## config.mk

```make
export PLATFORM = sky130hd
export DESIGN_NAME = if_fetch
export DESIGN_NICKNAME = d
export VERILOG_FILES = /design/src/rtl/if_fetch_pkg.sv /design/src/rtl/if_fifo.sv /design/src/rtl/if_fetch.sv
export SDC_FILE = /design/constraint.sdc
export NUM_CORES = 1
export LEC_CHECK = 0
export BUFFER_PORTS_ARGS = -buffer_cell sky130_fd_sc_hd__buf_4
export CAP_MARGIN = 20
export CORE_UTILIZATION = 56
export DETAILED_ROUTE_END_ITERATION = 12
export PLACE_DENSITY = 0.8
export SLEW_MARGIN = 20
export SYNTH_ARGS = -nofsm -noshare
export SYNTH_HDL_FRONTEND = slang
export SYNTH_SLANG_ARGS = --single-unit
```

## constraint.sdc

```tcl
create_clock -name clk -period 8.8 [get_ports clk]
set_input_delay 1.76 -clock clk [delete_from_list [all_inputs] [get_ports clk]]
set_output_delay 1.76 -clock clk [all_outputs]
set_load 0.03 [all_outputs]
```

## src/rtl/if_fetch_pkg.sv

```systemverilog
// Shared fetch-stage definitions: bus typedefs, the canonical NOP encoding,
// the {pc,inst} buffer entry and a word-align helper.
package if_fetch_pkg;

    typedef logic [31:0] InstAddrBus;
    typedef logic [31:0] InstBus;

    localparam InstBus     RV_NOP_INST = 32'h0000_0013;  // addi x0,x0,0
    localparam logic [31:0] ZeroWord   = 32'h0000_0000;

    typedef struct packed {
        InstAddrBus pc;
        InstBus     inst;
    } fetch_entry_t;

    function automatic InstAddrBus pc_align(input InstAddrBus a);
        return {a[31:2], 2'b00};
    endfunction

endpackage

```

## src/rtl/if_fifo.sv

```systemverilog
// if_fifo: synchronous FIFO of {pc,inst} entries for the fetch stage.
// Ports:
//   clk, rst          clock, synchronous active-high reset
//   push/din          write an entry (ignored when full and not popping)
//   pop/dout          dout is the head; pop removes it (ignored when empty)
//   flush             empties the FIFO; wins over a same-cycle push
//   count/empty/full  occupancy
module if_fifo
    import if_fetch_pkg::*;
#(
    parameter int DEPTH = 2
) (
    input  logic                    clk,
    input  logic                    rst,
    input  logic                    push,
    input  logic                    pop,
    input  logic                    flush,
    input  fetch_entry_t            din,
    output fetch_entry_t            dout,
    output logic [$clog2(DEPTH):0]  count,
    output logic                    empty,
    output logic                    full
);

    localparam int PW = $clog2(DEPTH);

    fetch_entry_t  mem_q [DEPTH];
    fetch_entry_t  mem_d [DEPTH];
    logic [PW-1:0] rd_ptr_q, rd_ptr_d;
    logic [PW-1:0] wr_ptr_q, wr_ptr_d;
    logic [PW:0]   count_q, count_d;
    logic          do_push, do_pop;

    assign empty = (count_q == '0);
    assign full  = (count_q == (PW+1)'(DEPTH));
    assign count = count_q;
    assign dout  = mem_q[rd_ptr_q];

    always_comb begin
        mem_d    = mem_q;
        rd_ptr_d = rd_ptr_q;
        wr_ptr_d = wr_ptr_q;
        count_d  = count_q;
        do_pop   = pop && !empty;
        // A full FIFO can still accept when the head leaves the same cycle.
        do_push  = push && (!full || do_pop);
        if (flush) begin
            rd_ptr_d = '0;
            wr_ptr_d = '0;
            count_d  = '0;
        end else begin
            if (do_push) begin
                mem_d[wr_ptr_q] = din;
                wr_ptr_d        = wr_ptr_q + 1'b1;
            end
            if (do_pop) begin
                rd_ptr_d = rd_ptr_q + 1'b1;
            end
            count_d = count_q + (PW+1)'(do_push) - (PW+1)'(do_pop);
        end
    end

    // Storage needs no reset; only the pointers define validity.
    always_ff @(posedge clk) begin
        mem_q <= mem_d;
        if (rst) begin
            rd_ptr_q <= '0;
            wr_ptr_q <= '0;
            count_q  <= '0;
        end else begin
            rd_ptr_q <= rd_ptr_d;
            wr_ptr_q <= wr_ptr_d;
            count_q  <= count_d;
        end
    end

endmodule

```

## src/rtl/if_fetch.sv

```systemverilog
// if_fetch: instruction fetch stage.
// Issues sequential word-aligned fetches, buffers in-order responses with
// their PCs in an if_fifo, and presents them to decode via valid/ready.
// A redirect flushes the buffer and restarts fetch; responses to requests
// already in flight at that point are counted and dropped.
// Ports:
//   clk, rst                      clock, synchronous active-high reset
//   imem_req_o/addr_o/gnt_i       request channel (gnt same cycle as req)
//   imem_rvalid_i/rdata_i         in-order response channel
//   redirect_i/redirect_pc_i      flush and restart fetch
//   id_valid_o/ready_i/pc_o/inst_o  decode handshake
// Optional (macro IF_PERF_EN): perf_ret_o (pops), perf_bubble_o
//   (cycles with ready && !valid); saturating, cleared by rst.
module if_fetch
    import if_fetch_pkg::*;
#(
    parameter logic [31:0] RESET_PC   = 32'h0000_0000,
    parameter int          FIFO_DEPTH = 2
) (
    input  logic        clk,
    input  logic        rst,
    output logic        imem_req_o,
    output logic [31:0] imem_addr_o,
    input  logic        imem_gnt_i,
    input  logic        imem_rvalid_i,
    input  logic [31:0] imem_rdata_i,
    input  logic        redirect_i,
    input  logic [31:0] redirect_pc_i,
    output logic        id_valid_o,
    input  logic        id_ready_i,
    output logic [31:0] id_pc_o,
    output logic [31:0] id_inst_o
`ifdef IF_PERF_EN
    ,
    output logic [31:0] perf_ret_o,
    output logic [31:0] perf_bubble_o
`endif
);

    localparam int CW = $clog2(FIFO_DEPTH) + 1;

    InstAddrBus    fetch_pc_q, fetch_pc_d;
    InstAddrBus    resp_pc_q, resp_pc_d;
    InstAddrBus    last_pc_q, last_pc_d;
    logic [CW-1:0] outstanding_q, outstanding_d;
    logic [CW-1:0] discard_q, discard_d;

    logic [CW-1:0] fifo_count;
    logic          fifo_empty, fifo_full;
    logic          fifo_push, fifo_pop;
    fetch_entry_t  fifo_din, fifo_head;
    logic [CW:0]   credits_used;
    logic          req_fire, rsp_keep;

    // Every request in flight owns a future FIFO slot, so outstanding plus
    // buffered entries may never exceed the depth.
    assign credits_used = {1'b0, outstanding_q} + {1'b0, fifo_count};
    assign imem_req_o   = !rst && !redirect_i && (credits_used < (CW+1)'(FIFO_DEPTH));
    assign imem_addr_o  = fetch_pc_q;
    assign req_fire     = imem_req_o && imem_gnt_i;

    assign rsp_keep      = imem_rvalid_i && (discard_q == '0);
    assign fifo_push     = rsp_keep;
    assign fifo_din.pc   = resp_pc_q;
    assign fifo_din.inst = imem_rdata_i;
    assign fifo_pop      = id_valid_o && id_ready_i;

    assign id_valid_o = !fifo_empty;
    assign id_pc_o    = fifo_empty ? last_pc_q : fifo_head.pc;
    assign id_inst_o  = fifo_empty ? RV_NOP_INST : fifo_head.inst;

    if_fifo #(
        .DEPTH (FIFO_DEPTH)
    ) u_fifo (
        .clk   (clk),
        .rst   (rst),
        .push  (fifo_push),
        .pop   (fifo_pop),
        .flush (redirect_i),
        .din   (fifo_din),
        .dout  (fifo_head),
        .count (fifo_count),
        .empty (fifo_empty),
        .full  (fifo_full)
    );

    always_comb begin
        fetch_pc_d    = fetch_pc_q;
        resp_pc_d     = resp_pc_q;
        discard_d     = discard_q;
        last_pc_d     = id_pc_o;
        outstanding_d = outstanding_q + CW'(req_fire) - CW'(imem_rvalid_i);
        if (imem_rvalid_i && (discard_q != '0)) begin
            discard_d = discard_q - 1'b1;
        end
        if (req_fire) begin
            fetch_pc_d = fetch_pc_q + 32'd4;
        end
        if (rsp_keep) begin
            resp_pc_d = resp_pc_q + 32'd4;
        end
        // Everything still owed by memory after this cycle is stale,
        // including anything granted earlier but not yet returned.
        if (redirect_i) begin
            fetch_pc_d = pc_align(redirect_pc_i);
            resp_pc_d  = pc_align(redirect_pc_i);
            discard_d  = outstanding_d;
        end
    end

    always_ff @(posedge clk) begin
        if (rst) begin
            fetch_pc_q    <= RESET_PC;
            resp_pc_q     <= RESET_PC;
            last_pc_q     <= ZeroWord;
            outstanding_q <= '0;
            discard_q     <= '0;
        end else begin
            fetch_pc_q    <= fetch_pc_d;
            resp_pc_q     <= resp_pc_d;
            last_pc_q     <= last_pc_d;
            outstanding_q <= outstanding_d;
            discard_q     <= discard_d;
        end
    end

`ifdef IF_PERF_EN
    logic [31:0] perf_ret_q, perf_ret_d;
    logic [31:0] perf_bubble_q, perf_bubble_d;

    always_comb begin
        perf_ret_d    = perf_ret_q;
        perf_bubble_d = perf_bubble_q;
        if (fifo_pop && (perf_ret_q != 32'hFFFF_FFFF)) begin
            perf_ret_d = perf_ret_q + 32'd1;
        end
        if (id_ready_i && !id_valid_o && (perf_bubble_q != 32'hFFFF_FFFF)) begin
            perf_bubble_d = perf_bubble_q + 32'd1;
        end
    end

    always_ff @(posedge clk) begin
        if (rst) begin
            perf_ret_q    <= '0;
            perf_bubble_q <= '0;
        end else begin
            perf_ret_q    <= perf_ret_d;
            perf_bubble_q <= perf_bubble_d;
        end
    end

    assign perf_ret_o    = perf_ret_q;
    assign perf_bubble_o = perf_bubble_q;
`endif

endmodule

```

==> PnR_summary.wiki, run 1 <==
{| class="wikitable"
! Metric !! Value
|-
| Count of boundary I/O pins || 168
|-
| Worst R2R Setup Slack || 5740 ps
|-
| Cells after Synth || 828
|-
| Delay-heaviest family, CP || buffers and inverters
|-
| GRT Overall Usage || 22.6%
|-
| Critical path, cell by cell || buf_4 -> or4_4 -> inv_1 -> buf_4
|-
| Clock root cell || clkbuf_16
|-
| Die extent in x || 132 um
|-
| First-pass GRT wire length || 31500 um
|-
| Worst reg2reg path startpoint || u_fifo.count[0]$_SDFF_PP0_
|-
| Most frequent standard cell in the layout excluding fill and tap cells || buf_4
|-
| Count of antenna-violating nets left after detailed routing || 0
|-
| Total power divided by cell area || 223 nW/um2
|-
| Half-perimeter wire length after detailed placement || 12900 um
|-
| Total clock buffers created by CTS || 23
|-
| Final Hold Viols || 0
|-
| Leakage || 4.23 nW
|-
| Data required time at the worst endpoint || 7040 ps
|-
| Critical path class || input port to output port
|-
| WL final || 19900 um
|-
| Maximum clock rate || 0.211 GHz
|-
| Core Rows || 47
|-
| Most used DFF post-synth || edfxtp_1
|-
| Fraction of final layout cells sized beyond drive strength 1 || 22.4%
|-
| Maximum number of pins on one net before global-route repair || 85
|-
| Share of async-settable or async-resettable flops after synthesis || 0%
|-
| Initial antenna violation count || 0
|-
| Slowest stage cell on the critical path || buf_4
|-
| Antenna fix cells || 0
|-
| Sequential share of the synthesized area || 60.6%
|-
| Worst-case clock buffer depth || 3
|-
| Share of synthesized cell area in full adder, half adder and majority cells || 1.14%
|-
| Nets@finish || 1058
|-
| Final Cycle Share || 53.9%
|-
| Die Footprint || 17400 um2
|-
| Setup Slack @ Placement || 4050 ps
|-
| Setup total negative slack || 0 ps
|-
| Initial DRT Pass Iterations || 5
|-
| WL per Instance || 16.3 um
|-
| Period minus WS final || 4740 ps
|-
| Setup crit end kind || output port
|-
| Smallest setup slack after layout || 4060 ps
|-
| Synthesis-to-finish area growth || 22.2%
|-
| Slew at the pin with the worst max-slew slack || 932 ps
|-
| Y dimension of the die || 132 um
|-
| Capturing point of the worst reg2reg path || discard_q[1]$_SDFFE_PP0P_
|-
| Capturing element of the worst setup path || imem_req_o
|-
| Total of hold buffers inserted after clock tree synthesis || 0
|-
| Count of buffers inserted at the top-level ports || 163
|-
| Clock slew at the register clock pins of the worst setup and hold paths || 60 ps
|-
| Min-delay worst type || register to register
|-
| Drc violations || 0
|-
| Clock tree from TritonCTS || built
|-
| Yosys synthesis warning count || 0
|-
| Critical Path Start || rst
|-
| Syn Std Cell Area || 9450 um2
|-
| Initial core utilization || 57.2%
|-
| Final count of pins violating max slew || 0
|-
| Fraction of the mapped netlist area in compound gates || 7.42%
|-
| RSZ-0062 raised after global routing || no
|-
| Number of flip-flops and latches in the synthesized netlist || 224
|-
| Total number of vias || 6686
|-
| Mean area per synthesized cell || 11.4 um2
|-
| Critical path fanouts, max || 84
|-
| Outcome || completed
|-
| Xor-xnor portion of the synthesized cell area || 4.45%
|-
| Global-route congestion overflow total || 0
|-
| Area of the placeable core || 16500 um2
|-
| Number of cells on the worst reg-to-reg path || 13
|-
| Area fraction in and, or, nand and nor cells after synthesis || 16.4%
|-
| # resized after CTS || 0
|-
| Clock network latency to the later pin of the worst-skew pair || 490 ps
|-
| Setup violation total in the final timing report || 0
|-
| Via/cell ratio || 5.50
|-
| Most used cell, CP || buf_4
|-
| Final setup skew || 9.77 ps
|-
| Number of global-route vias before repair || 6360
|-
| Instance count after placement with tap cells included || 1175
|-
| Crit path launch type || input port
|-
| Total buffers and inverters traversed by the critical path || 3
|-
| Share of cell area taken by muxes after synthesis || 7.15%
|-
| Number of enable flip-flop cells after synthesis || 124
|-
| Count of distinct cell types in the synthesized netlist || 58
|-
| Largest family of logic cells by synthesized area || simple AND/OR/NAND/NOR gates
|-
| Arrival time at the worst endpoint || 2980 ps
|-
| Share of Yosys cell area claimed by the top area cell type || 39.4%
|-
| CTS sink cnt || 224
|-
| Max-Slew Margin vs Limit || 37.8%
|-
| Routability congestion estimate from global placement || 0.913
|-
| Area contributors post-synth || edfxtp_1, dfxtp_1, mux2i_1
|-
| Post-route non-filler standard cell count || 1216
|-
| Highest-count cells in the layout ignoring fill and taps || buf_4, edfxtp_1, dfxtp_1
|-
| Top cell type by total area after synthesis || edfxtp_1
|-
| Number of design-rule violations left by the first detailed-router iteration || 414
|-
| Maximum vdd ir drop || 0.168 mV
|-
| Delay of the slowest critical-path stage || 700 ps
|-
| H-tree depth reported by CTS || 1
|-
| Number of post-CTS setup repair buffers || 0
|-
| Levels on crit path || 4
|-
| Number of maximum-capacitance violations || 0
|}
-- cell type report --
cell class / count / area, um2
clock buffers: 34 / 673
clock inverters: 7 / 57.6
fillers: 1208 / 4970
inverters: 23 / 86.3
multi-input cells: 540 / 3470
flip-flops and latches: 224 / 5730
well taps: 220 / 275
repair buffers: 168 / 1260
-- power breakdown --
group	leakage [nW]	internal (mW)	total, mW	switching [mW]
Combinational	1.90	0.158	0.423	0.265
Clock	0.361	0.558	0.930	0.372
Sequential	1.97	1.18	1.22	0.0450
-- per-stage QoR --
stage          total power, mW  hold slack (ps)  util [%]  area (um2)
6_report                  2.58              518      69.9       11600
5_1_grt                   2.67              530      69.9       11600
4_1_cts                   2.59              516      69.9       11600
3_5_place_dp              1.67              501      65.5       10800
3_3_place_gp              1.66              486      65.5       10800
2_1_floorplan             1.51              447         -        9460
-- flip-flops by register name, summed over array words and instances (netlist names), 2 cells and up --
| signal | cells |
|---|---|
| discard_q | 2 |
| resp_pc_q | 30 |
| outstanding_q | 2 |
| u_fifo.mem_q | 124 |
| last_pc_q | 32 |
| u_fifo.count | 2 |
| imem_addr_o | 30 |
-- synthesized netlist by cell type, types with 9 or more instances --
master / count
a211oi_1: 11
a21boi_0: 17
a21oi_1: 26
buf_2: 10
clkbuf_1: 26
dfxtp_1: 100
edfxtp_1: 124
inv_1: 21
mux2i_1: 63
nand2_1: 83
nand3_1: 31
nand4_1: 18
nor2_1: 67
nor2b_1: 34
nor3_1: 11
nor4_1: 9
o21ai_0: 37
xnor2_1: 29
xor2_1: 19
-- worst min-delay path by stage --
stage	startpoint	endpoint	slack, ps	cells after the start
after floorplan	resp_pc_q[31]$_SDFFE_PP0P_	u_fifo.mem_q[127]$_DFFE_PP_	450	0
after global placement	resp_pc_q[24]$_SDFFE_PP0P_	u_fifo.mem_q[120]$_DFFE_PP_	490	0
after detailed placement	resp_pc_q[30]$_SDFFE_PP0P_	u_fifo.mem_q[126]$_DFFE_PP_	500	0
after CTS	resp_pc_q[30]$_SDFFE_PP0P_	u_fifo.mem_q[126]$_DFFE_PP_	520	0
after global routing	resp_pc_q[30]$_SDFFE_PP0P_	u_fifo.mem_q[126]$_DFFE_PP_	530	0
final	resp_pc_q[30]$_SDFFE_PP0P_	u_fifo.mem_q[126]$_DFFE_PP_	520	0
-- worst reg2reg max path: cells and delay by family, from the launching register on --
family / cells / cell delay (ps)
and+or+nand+nor: 5 / 1020
adders and majority gates: 3 / 900
buffers and inverters: 2 / 190
DFF: 1 / 400
xor gates and xnor gates: 2 / 340
AOI/OAI and AO/OA: 1 / 80
-- per-layer routing --
layer  GRT usage (%)  vias to the layer above  share of wire, %
li1                -                     3263                 -
met3            3.15                       36               6.3
met1            31.5                     3139                44
met2            36.7                      248                47
met5               0                        -                 0
met4            7.24                        0               2.0
-- kinds of logic (layout without fill, tap and decap cells) --
| family | after synthesis | count (layout) |
|---|---|---|
| simple gates | 300 | 300 |
| flops | 224 | 224 |
| compound gates | 115 | 115 |
| mux | 67 | 67 |
| buf+inv | 65 | 232 |
| xor+xnor | 48 | 48 |
| fa+ha+maj | 8 | 8 |
| other cells | 1 | 2 |
Note: power is estimated with default switching activity, not from simulation.
==> inputs of run 2 (changes only) <==
==> constraint.sdc (replaced) <==
create_clock -name clk -period 4.5 [get_ports clk]
set_input_delay 0.9 -clock clk [delete_from_list [all_inputs] [get_ports clk]]
set_output_delay 0.9 -clock clk [all_outputs]
set_load 0.03 [all_outputs]
==> PnR_summary.wiki, run 2 (synthesis results as in run 1) <==
{| class="wikitable"
! Metric !! Value
|-
| Setup crit end kind || output port (unchanged)
|-
| Area of the placeable core || 16500 um2 (unchanged)
|-
| Drc violations || 0 (unchanged)
|-
| Number of flip-flops under the largest register name || 124 (unchanged)
|-
| Maximum vdd ir drop || 0.303 mV (was 0.168 mV)
|-
| Via/cell ratio || 5.42 (was 5.50)
|-
| H-tree depth reported by CTS || 1 (unchanged)
|-
| Total clock buffers created by CTS || 23 (unchanged)
|-
| Maximum clock rate || 0.303 GHz
|-
| Die extent in x || 132 um (unchanged)
|-
| Setup total negative slack || 0 ps (unchanged)
|-
| Clock network latency to the later pin of the worst-skew pair || 500 ps (was 490 ps)
|-
| Most frequent standard cell in the layout excluding fill and tap cells || buf_4 (unchanged)
|-
| Antenna fix cells || 0 (unchanged)
|-
| Worst R2R Setup Slack || 1500 ps (was 5740 ps)
|-
| Number of cells on the worst reg-to-reg path || 13 (unchanged)
|-
| Period minus WS final || 3300 ps
|-
| Min-delay worst type || register to register (unchanged)
|-
| Hold_ws || 497 ps (was 518 ps)
|-
| Setup violation total in the final timing report || 0 (unchanged)
|-
| Global-route met2 utilization || 38.1% (was 36.7%)
|-
| Worst-case clock buffer depth || 3 (unchanged)
|-
| Number of maximum-capacitance violations || 0 (unchanged)
|-
| Crit path launch type || register (was input port)
|-
| Worst hold path cell count || 0 (unchanged)
|-
| Slew at the pin with the worst max-slew slack || 978 ps (was 932 ps)
|-
| Routing usage on met3 || 3.46% (was 3.15%)
|-
| Final count of pins violating max slew || 0 (unchanged)
|-
| Half-perimeter wire length after detailed placement || 13200 um (was 12900 um)
|-
| Global-route congestion overflow total || 0 (unchanged)
|-
| CTS sink cnt || 224 (unchanged)
|-
| GRT Overall Usage || 23.3% (was 22.6%)
|-
| Delay-heaviest family, CP || simple AND/OR/NAND/NOR gates (was buffers and inverters)
|-
| Hold-critical path endpoint || u_fifo.mem_q[127]$_DFFE_PP_ (was u_fifo.mem_q[126]$_DFFE_PP_)
|-
| Critical path fanouts, max || 4 (was 84)
|-
| Fraction of met1 tracks used by global routing || 32.6% (was 31.5%)
|-
| # resized after CTS || 0 (unchanged)
|-
| Max-Slew Margin vs Limit || 34.8% (was 37.8%)
|-
| Capturing point of the worst reg2reg path || discard_q[1]$_SDFFE_PP0P_ (unchanged)
|-
| Clock slew at the register clock pins of the worst setup and hold paths || 60 ps (about the same)
|-
| Initial DRT Pass Iterations || 5 (unchanged)
|-
| Count of buffers inserted at the top-level ports || 163 (unchanged)
|-
| Final setup skew || 12.8 ps (was 9.77 ps)
|-
| Initial antenna violation count || 0 (unchanged)
|-
| Number of post-CTS setup repair buffers || 0 (unchanged)
|-
| Critical path class || register to output port (was input port to output port)
|-
| Final Hold Viols || 0 (unchanged)
|-
| Leakage || 4.25 nW (was 4.23 nW)
|-
| Y dimension of the die || 132 um (unchanged)
|-
| Die Footprint || 17400 um2 (unchanged)
|-
| Data required time at the worst endpoint || 3600 ps (was 7040 ps)
|-
| Delay of the slowest critical-path stage || 610 ps (was 700 ps)
|-
| Registers with the most flip-flops || u_fifo.mem_q (124), last_pc_q (32) (unchanged)
|-
| Critical path, cell by cell || and2_1 -> fa_1 -> or4_4 -> inv_1 -> buf_4 (was buf_4 -> or4_4 -> inv_1 -> buf_4)
|-
| WL per Instance || 16.5 um (was 16.3 um)
|-
| Count of boundary I/O pins || 168 (unchanged)
|-
| Core Rows || 47 (unchanged)
|-
| Highest-count cells in the layout ignoring fill and taps || buf_4, edfxtp_1, dfxtp_1 (unchanged)
|-
| Total buffers and inverters traversed by the critical path || 2 (was 3)
|-
| Register bank with the most flops || u_fifo.mem_q (unchanged)
|-
| Nets@finish || 1062 (was 1058)
|-
| Final Cycle Share || 73.4%
|-
| First-pass GRT wire length || 32600 um (was 31500 um)
|-
| Total number of vias || 6608 (was 6686)
|-
| Total power divided by cell area || 440 nW/um2 (was 223 nW/um2)
|-
| WL final || 20100 um (was 19900 um)
|-
| Initial core utilization || 57.2% (unchanged)
|-
| Maximum number of pins on one net before global-route repair || 83 (was 85)
|-
| Most Used Layer, Global Route || met2 (unchanged)
|-
| Worst reg2reg path startpoint || u_fifo.count[0]$_SDFF_PP0_ (unchanged)
|-
| Clock root cell || clkbuf_16 (unchanged)
|-
| Number of design-rule violations left by the first detailed-router iteration || 493 (was 414)
|-
| Total of hold buffers inserted after clock tree synthesis || 0 (unchanged)
|-
| Routability congestion estimate from global placement || 0.897 (was 0.913)
|-
| Clock tree from TritonCTS || built (unchanged)
|-
| Startpoint of the tightest hold check path || resp_pc_q[31]$_SDFFE_PP0P_ (was resp_pc_q[30]$_SDFFE_PP0P_)
|-
| Fraction of final layout cells sized beyond drive strength 1 || 22.6% (was 22.4%)
|-
| Arrival time at the worst endpoint || 2400 ps (was 2980 ps)
|-
| Slowest stage cell on the critical path || or4_4 (was buf_4)
|-
| Outcome || completed (unchanged)
|-
| Count of antenna-violating nets left after detailed routing || 0 (unchanged)
|-
| Synthesis-to-finish area growth || 22.8% (was 22.2%)
|-
| RSZ-0062 raised after global routing || no (unchanged)
|-
| Number of global-route vias before repair || 6344 (was 6360)
|}
## run 2: worst max path at each step
stage                                          start                           to  slack [ps]  depth (start not counted)
final                     u_fifo.count[0]$_SDFF_PP0_                   imem_req_o        1200                          5
after global routing      u_fifo.count[0]$_SDFF_PP0_                   imem_req_o        1110                          5
after CTS                 u_fifo.count[0]$_SDFF_PP0_                   imem_req_o        1180                          5
after detailed placement               imem_rvalid_i   u_fifo.mem_q[11]$_DFFE_PP_        1370                          5
after global placement                 imem_rvalid_i   u_fifo.mem_q[10]$_DFFE_PP_        1420                          5
after floorplan                        imem_rvalid_i  u_fifo.mem_q[100]$_DFFE_PP_         280                          3
## run 2: report_power, final
group / internal, mW / switching [mW]
logic: 0.314 / 0.515
registers: 2.30 / 0.0923
clock network: 1.14 / 0.736
## run 2: area by class of cell
type                       count  area, um2
clock inverter                 8        116
inverter                      23       86.3
sequential                   224       5730
multi-input combinational    540       3480
clock buffer                  32        629
timing repair buffer         172       1290
tap                          220        275
fill                        1203       4920
## run 2: layer usage
| layer | up-vias | share of wire [%] |
|---|---|---|
| li1 | 3259 | - |
| met1 | 3100 | 45 |
| met2 | 224 | 48 |
| met3 | 25 | 5.8 |
| met4 | 0 | 1.5 |
| met5 | - | 0 |
## run 2: through the flow
| step | utilization (%) | setup slack [ps] | cell area [um2] | power [mW] | instances |
|---|---|---|---|---|---|
| after detailed placement | 65.7 | 1370 | 10900 | 3.27 | 1179 |
| after CTS | 70.3 | 1180 | 11600 | 5.14 | 1219 |
| after global routing | 70.3 | 1110 | 11600 | 5.30 | 1219 |
| after floorplan | - | 284 | 9460 | 2.95 | 829 |
| final | 70.3 | 1200 | 11600 | 5.10 | 1219 |
| after global placement | 65.7 | 1420 | 10900 | 3.25 | 1179 |
